[src/rtl/alu_core.sv]
// alu_core: registered ALU with split-operand capture, wait timeout and a two-cycle multiply.
//
// Ports:
//   clk        clock, all state on rising edge
//   RST        asynchronous active-low reset
//   CE         clock enable; low freezes FSM, counter and outputs
//   INP_VALID  operand valid: 00 none, 01 OPA, 10 OPB, 11 both
//   MODE       1 arithmetic, 0 logical
//   CMD        operation code
//   OPA, OPB   operands
//   CIN        carry-in for ADD_CIN / SUB_CIN
//   RES        registered result, WIDTH+2 bits
//   COUT       carry out of bit WIDTH-1 (ADD / ADD_CIN)
//   OFLOW      borrow (SUB*) or wrap (INC/DEC)
//   G, L, E    compare flags (CMP)
//   ERR        illegal command, missing-operand timeout or bad rotate amount
module alu_core #(
    parameter int unsigned WIDTH       = 8,
    parameter int unsigned CMD_WIDTH   = 3,
    parameter int unsigned WAIT_CYCLES = 16
) (
    input  logic                 clk,
    input  logic                 RST,
    input  logic                 CE,
    input  logic [1:0]           INP_VALID,
    input  logic                 MODE,
    input  logic [CMD_WIDTH:0]   CMD,
    input  logic [WIDTH-1:0]     OPA,
    input  logic [WIDTH-1:0]     OPB,
    input  logic                 CIN,
    output logic [WIDTH+1:0]     RES,
    output logic                 COUT,
    output logic                 OFLOW,
    output logic                 G,
    output logic                 L,
    output logic                 E,
    output logic                 ERR
);

    localparam int unsigned RW   = WIDTH + 2;
    localparam int unsigned ShW  = $clog2(WIDTH);
    localparam int unsigned CntW = $clog2(WAIT_CYCLES + 1);
    localparam int unsigned OutW = RW + 6;

    localparam logic [CntW-1:0] CntLast = CntW'(WAIT_CYCLES - 1);
    localparam logic [OutW-1:0] ErrOut  = {{RW{1'b0}}, 6'b000001};

    typedef enum logic [1:0] {StIdle, StWait, StExec, StMul2} state_e;

    state_e               state_q;
    logic [WIDTH-1:0]     a_q, b_q;
    logic                 mode_q, cin_q, have_a_q;
    logic [CMD_WIDTH:0]   cmd_q;
    logic [CntW-1:0]      cnt_q;
    // {RES, COUT, OFLOW, G, L, E, ERR}
    logic [OutW-1:0]      out_q;

    logic                 alu_mode, alu_cin;
    logic [CMD_WIDTH:0]   alu_cmd;
    logic [WIDTH-1:0]     alu_a, alu_b;
    logic                 cmd_ok, need_a, need_b, is_mul;
    logic [RW-1:0]        alu_res, a_ext, b_ext;
    logic                 alu_cout, alu_oflow, alu_g, alu_l, alu_e, alu_err;
    logic [WIDTH:0]       sum_plain, sum_cin, cin_w;
    logic [2*WIDTH-1:0]   rot_l, rot_r;
    logic [OutW-1:0]      alu_out;

    // Operand source: live inputs in IDLE, latched operand plus the arriving one in WAIT,
    // fully latched operands in EXEC (multiply second stage).
    always_comb begin
        alu_mode = mode_q;
        alu_cmd  = cmd_q;
        alu_cin  = cin_q;
        alu_a    = a_q;
        alu_b    = b_q;
        if (state_q == StIdle) begin
            alu_mode = MODE;
            alu_cmd  = CMD;
            alu_cin  = CIN;
            alu_a    = OPA;
            alu_b    = OPB;
        end else if (state_q == StWait) begin
            alu_a = have_a_q ? a_q : OPA;
            alu_b = have_a_q ? OPB : b_q;
        end
    end

    always_comb begin
        need_a = 1'b1;
        need_b = 1'b1;
        is_mul = 1'b0;
        if (alu_mode) begin
            cmd_ok = (alu_cmd <= (CMD_WIDTH + 1)'(10));
            case (alu_cmd)
                4'd4, 4'd5:  need_b = 1'b0;
                4'd6, 4'd7:  need_a = 1'b0;
                4'd9, 4'd10: is_mul = 1'b1;
                default:     ;
            endcase
        end else begin
            cmd_ok = (alu_cmd <= (CMD_WIDTH + 1)'(13));
            case (alu_cmd)
                4'd6, 4'd8, 4'd9:   need_b = 1'b0;
                4'd7, 4'd10, 4'd11: need_a = 1'b0;
                default:            ;
            endcase
        end
    end

    always_comb begin
        alu_res   = '0;
        alu_cout  = 1'b0;
        alu_oflow = 1'b0;
        alu_g     = 1'b0;
        alu_l     = 1'b0;
        alu_e     = 1'b0;
        alu_err   = 1'b0;
        a_ext     = {2'b00, alu_a};
        b_ext     = {2'b00, alu_b};
        cin_w     = {{WIDTH{1'b0}}, alu_cin};
        sum_plain = {1'b0, alu_a} + {1'b0, alu_b};
        sum_cin   = sum_plain + cin_w;
        rot_l     = {alu_a, alu_a} << alu_b[ShW-1:0];
        rot_r     = {alu_a, alu_a} >> alu_b[ShW-1:0];
        if (!cmd_ok) begin
            alu_err = 1'b1;
        end else if (alu_mode) begin
            case (alu_cmd)
                4'd0: begin
                    alu_res  = {1'b0, sum_plain};
                    alu_cout = sum_plain[WIDTH];
                end
                4'd1: begin
                    alu_res   = a_ext - b_ext;
                    alu_oflow = (alu_a < alu_b);
                end
                4'd2: begin
                    alu_res  = {1'b0, sum_cin};
                    alu_cout = sum_cin[WIDTH];
                end
                4'd3: begin
                    alu_res   = a_ext - b_ext - {{(RW-1){1'b0}}, alu_cin};
                    alu_oflow = ({1'b0, alu_a} < ({1'b0, alu_b} + cin_w));
                end
                4'd4: begin
                    alu_res   = {2'b00, alu_a + WIDTH'(1)};
                    alu_oflow = &alu_a;
                end
                4'd5: begin
                    alu_res   = {2'b00, alu_a - WIDTH'(1)};
                    alu_oflow = ~|alu_a;
                end
                4'd6: begin
                    alu_res   = {2'b00, alu_b + WIDTH'(1)};
                    alu_oflow = &alu_b;
                end
                4'd7: begin
                    alu_res   = {2'b00, alu_b - WIDTH'(1)};
                    alu_oflow = ~|alu_b;
                end
                4'd8: begin
                    alu_g = (alu_a > alu_b);
                    alu_l = (alu_a < alu_b);
                    alu_e = (alu_a == alu_b);
                end
                4'd9:    alu_res = (a_ext + RW'(1)) * (b_ext + RW'(1));
                4'd10:   alu_res = (a_ext << 1) * b_ext;
                default: alu_err = 1'b1;
            endcase
        end else begin
            case (alu_cmd)
                4'd0:  alu_res = {2'b00, alu_a & alu_b};
                4'd1:  alu_res = {2'b00, ~(alu_a & alu_b)};
                4'd2:  alu_res = {2'b00, alu_a | alu_b};
                4'd3:  alu_res = {2'b00, ~(alu_a | alu_b)};
                4'd4:  alu_res = {2'b00, alu_a ^ alu_b};
                4'd5:  alu_res = {2'b00, ~(alu_a ^ alu_b)};
                4'd6:  alu_res = {2'b00, ~alu_a};
                4'd7:  alu_res = {2'b00, ~alu_b};
                4'd8:  alu_res = {2'b00, alu_a >> 1};
                4'd9:  alu_res = {2'b00, alu_a << 1};
                4'd10: alu_res = {2'b00, alu_b >> 1};
                4'd11: alu_res = {2'b00, alu_b << 1};
                4'd12: begin
                    alu_res = {2'b00, rot_l[2*WIDTH-1:WIDTH]};
                    alu_err = |alu_b[WIDTH-1:ShW];
                end
                4'd13: begin
                    alu_res = {2'b00, rot_r[WIDTH-1:0]};
                    alu_err = |alu_b[WIDTH-1:ShW];
                end
                default: alu_err = 1'b1;
            endcase
        end
        alu_out = {alu_res, alu_cout, alu_oflow, alu_g, alu_l, alu_e, alu_err};
    end

    always_ff @(posedge clk or negedge RST) begin
        if (!RST) begin
            state_q  <= StIdle;
            a_q      <= '0;
            b_q      <= '0;
            mode_q   <= 1'b0;
            cmd_q    <= '0;
            cin_q    <= 1'b0;
            have_a_q <= 1'b0;
            cnt_q    <= '0;
            out_q    <= '0;
        end else if (CE) begin
            unique case (state_q)
                StIdle: begin
                    if (INP_VALID != 2'b00) begin
                        mode_q <= MODE;
                        cmd_q  <= CMD;
                        cin_q  <= CIN;
                        if (!cmd_ok) begin
                            out_q   <= ErrOut;
                            state_q <= StExec;
                        end else if (need_a && need_b) begin
                            if (INP_VALID == 2'b11) begin
                                a_q <= OPA;
                                b_q <= OPB;
                                // Multiplies produce their result in EXEC from latched operands.
                                if (!is_mul) out_q <= alu_out;
                                state_q <= StExec;
                            end else begin
                                have_a_q <= INP_VALID[0];
                                if (INP_VALID[0]) a_q <= OPA;
                                else              b_q <= OPB;
                                cnt_q   <= '0;
                                state_q <= StWait;
                            end
                        end else begin
                            out_q <= ((need_a && INP_VALID[0]) || (need_b && INP_VALID[1])) ?
                                     alu_out : ErrOut;
                            state_q <= StExec;
                        end
                    end
                end
                StWait: begin
                    if (have_a_q ? INP_VALID[1] : INP_VALID[0]) begin
                        if (have_a_q) b_q <= OPB;
                        else          a_q <= OPA;
                        if (!is_mul) out_q <= alu_out;
                        state_q <= StExec;
                    end else if (cnt_q == CntLast) begin
                        out_q   <= ErrOut;
                        cnt_q   <= '0;
                        state_q <= StIdle;
                    end else begin
                        cnt_q <= cnt_q + CntW'(1);
                    end
                end
                StExec: begin
                    if (is_mul) begin
                        out_q   <= alu_out;
                        state_q <= StMul2;
                    end else begin
                        state_q <= StIdle;
                    end
                end
                StMul2:  state_q <= StIdle;
                default: state_q <= StIdle;
            endcase
        end
    end

    assign {RES, COUT, OFLOW, G, L, E, ERR} = out_q;

endmodule

[config.mk]
export PLATFORM = sky130hd
export DESIGN_NAME = alu_core
export DESIGN_NICKNAME = d
export VERILOG_FILES = /design/src/rtl/alu_core.sv
export SDC_FILE = /design/constraint.sdc
export NUM_CORES = 1
export LEC_CHECK = 0
export BUFFER_PORTS_ARGS = -buffer_cell sky130_fd_sc_hd__buf_2
export CAP_MARGIN = 20
export CORE_MARGIN = 10
export CORE_UTILIZATION = 64
export DETAILED_ROUTE_END_ITERATION = 7
export PLACE_DENSITY = 0.91
export SLEW_MARGIN = 5
export SYNTH_ARGS = -nofsm -noshare
export SYNTH_HDL_FRONTEND = slang
export SYNTH_SLANG_ARGS = --single-unit
[constraint.sdc]
create_clock -name clk -period 12.05 [get_ports clk]
set_input_delay 2.41 -clock clk [delete_from_list [all_inputs] [get_ports clk]]
set_output_delay 2.41 -clock clk [all_outputs]
set_load 0.02 [all_outputs]
==> impl_metrics.py <==
metrics = {
    "synthesis": {
        "synth_edf_count": 0,
        "yosysTopAreaCellShare_pct": 13.0,
        "ys_warn_count": 0,
        "synth_cells": 1217,
        "synth_largest_area_cell": "ha_1",
        "synth_nets": 1390,
        "synth-seq-cells": 46,
        "ys_seq_area_share_pct": 12.1,
        "synthTopCellsByArea": "ha_1 (13%), dfrtp_1 (12%), fa_1 (9.9%)",
        "syn_area_per_cell_sq_um": 7.81,
        "ys_types": 84,
        "synthFlopType": "dfrtp_1",
        "syn_area_sq_um": 9500,
        "ys_async_sr_fraction_pct": 100,
    },
    "clock_network": {
        "cts_buffers": 5,
        "cts_tree": "built",
        "cts_buffer_depth": 2,
        "hold_buffers": 0,
        "root_buffer": "clkbuf_16",
        "clock_sinks": 46,
        "htree_levels": 2,
        "cts_setup_buffers": 0,
        "cts_resized": 0,
        "clk_latency_ns": 0.30,
        "clk_transition_reported_paths_ns": 0.07,
    },
    "drt": {
        "dr.first_iter.drc_count": 1355,
        "routed_wirelength_microns": 32200,
        "post-route-drc-count": 32,
        "vias_per_cell": 6.92,
        "routedWlPerCell_microns": 22.8,
        "drtPass1Iterations": 8,
        "ant_nets": 0,
        "vias": 9795,
    },
    "setup_path": {
        "critPathCaptureType": "flip-flop",
        "worstSetupPathType": "primary input to flip-flop",
        "crit_chain": "buf_2 > mux2i_4 > buf_4 > clkinv_1 > ha_1 > xnor2_1 > nand2_1 > fa_1 > inv_1 > fa_1 > ha_1 > inv_1 > fa_1 > inv_1 > ha_1 > a21o_1 > a21oi_1 > o21ai_0 > xor2_1 > xnor2_1 > xnor3_1 > o211ai_2 > a31o_1",
        "start_kind": "primary input",
        "worstPathRequired_ns": 12.29,
        "worst_path_largest_cell_delay_ns": 0.62,
        "critPathMaxFanout": 36,
        "slowest_stage": "xnor2_1",
        "arrival_ns": 8.88,
        "timing.critical_path.from": "OPB[0]",
        "r2r_start": "state_q[0]",
        "crit_buf_inv": 6,
        "cpLargestDelayFamily": "adder cells",
    },
    "timing": {
        "finalCritPeriodShare_pct": 71.7,
        "relSlewSlack_pct": 17.1,
        "hold_viol": 0,
        "fin_worst_skew_ns": 0.00529,
        "tns_ns": 0,
        "worst_pin_slew_ns": 1.24,
        "period_minus_slack_ns": 8.64,
        "final_max_slew_viol_count": 0,
        "rsz0062_at_grt": "false",
        "max_freq_mhz": 116,
        "setup_viol": 0,
    },
    "status": {
        "outcome": "finished, violations left",
        "violations": "design-rule violations",
    },
    "grt": {
        "antenna_found_initial": 0,
        "grt_remaining_overflow": 0,
        "grt_pass1_wl_microns": 50100,
        "grt_pass1_vias": 9277,
        "grtUsageTotal_pct": 31.0,
        "grt_max_degree": 47,
    },
    "cells_and_area": {
        "diodes": 0,
        "drive_above_1_share_pct": 10.2,
        "area_growth_pct": 5.69,
        "final_common_cell": "nand2_1",
        "layout_common_cells": "nand2_1 (152), inv_1 (105), ha_1 (99), nor2_1 (93), a21oi_1 (76)",
        "num-nets-final": 1404,
        "fill_cells": 1176,
    },
    "run": {
        "cap_violations": 0,
    },
    "floorplan": {
        "pin_count": 43,
        "fp.dieW_microns": 142,
        "core_sq_um": 14500,
        "fp-row-count": 44,
        "start_util_pct": 65.4,
        "dieArea_sq_um": 20100,
        "die_height_microns": 142,
    },
    "placement": {
        "io_buffers": 42,
        "hpwl_microns": 24600,
        "gp_congestion": 1.03,
    },
    "hold_path": {
        "hp-start": "out_q[8]",
        "hold_path_class": "flip-flop to flip-flop",
    },
}
[flip-flops by register name, indices dropped and copies added, names as in the netlist]
register and cells:
a_q 8, out_q 16, cin_q 1, b_q 8
cmd_q 4, mode_q 1, have_a_q 1, cnt_q 5
state_q 2
[routing by layer]
layer  global-route usage (%)  up-vias  wire (microns)
met5                        0        -               0
met4                     14.1        0            1690
met3                     8.31      174            4270
met2                     46.9      778           14000
met1                     40.4     4532           12300
li1                         -     4311               -
[layout make-up]
| class | instances | area (sq um) | share of cell area, % |
|---|---|---|---|
| Inverter | 111 | 419 | 4.17 |
| Clock buffer | 5 | 125 | 1.25 |
| Tap cell | 184 | 230 | 2.29 |
| Sequential cell | 46 | 1150 | 11.5 |
| Multi-Input combinational cell | 1001 | 7670 | 76.4 |
| Timing Repair Buffer | 66 | 403 | 4.01 |
| Clock inverter | 3 | 43.8 | 0.436 |
[worst min-delay path, stage by stage (launching register included)]
cell and delay, ns:
dfrtp_1 0.34, nand2_1 0.05, o31ai_1 0.06
[final timing paths]
path,end,slack [ns],cells past startpoint
max in group asynchronous,a_q[3],9.58,2
min in group asynchronous,out_q[12],1.98,1
worst min register to register,out_q[8],0.48,2
worst max-delay path,out_q[15],3.41,23
worst max register to register,out_q[15],3.90,26
worst min-delay path,out_q[8],0.48,2
[metrics by stage]
| stage | instances | instance area, sq um | worst slack, ns | hold slack [ns] | util (%) |
|---|---|---|---|---|---|
| floorplan | 1217 | 9500 | 4.19 | 0.458 | - |
| global placement | 1407 | 9850 | 3.47 | 0.459 | 67.8 |
| detailed placement | 1407 | 9850 | 3.24 | 0.468 | 67.8 |
| CTS | 1415 | 10000 | 3.54 | 0.484 | 68.9 |
| global route | 1416 | 10000 | 3.03 | 0.499 | 69.1 |
| finish | 1416 | 10000 | 3.41 | 0.480 | 69.1 |
[kinds of logic (layout without fill, tap and decap cells)]
| kind of cell | Yosys count | in the layout | share of synthesized area (%) |
|---|---|---|---|
| compound gates | 300 | 300 | 21.2 |
| mux | 80 | 80 | 9.22 |
| flops | 46 | 46 | 12.1 |
| xor+xnor | 85 | 85 | 8.21 |
| buf+inv | 170 | 185 | 7.34 |
| fa+ha+maj | 146 | 146 | 22.9 |
| simple gates | 390 | 390 | 18.9 |
[cells in the mapped netlist, types with 6 or more instances]
cell	count
nand4_1	13
a22o_1	6
dfrtp_1	46
o21ai_1	7
buf_2	15
xnor2_1	58
buf_4	6
nand3b_1	7
o31ai_1	7
a22oi_1	12
inv_1	105
a21oi_1	76
o221ai_1	6
xor2_1	24
a2111oi_0	7
a31oi_1	13
o21ai_0	51
and2_1	18
nor3_1	15
mux2_2	22
nor2_1	93
o211ai_1	9
mux2_1	6
o21bai_1	8
fa_1	47
a21o_1	19
nand2_1	152
and3_1	13
mux2i_1	46
o22ai_1	18
nor2b_1	8
nand3_1	40
clkbuf_1	34
a221oi_1	12
ha_1	99
o21a_1	7
Power is not shown: default switching activity piles up to over one toggle a cycle in this logic, so the estimate is an artifact.
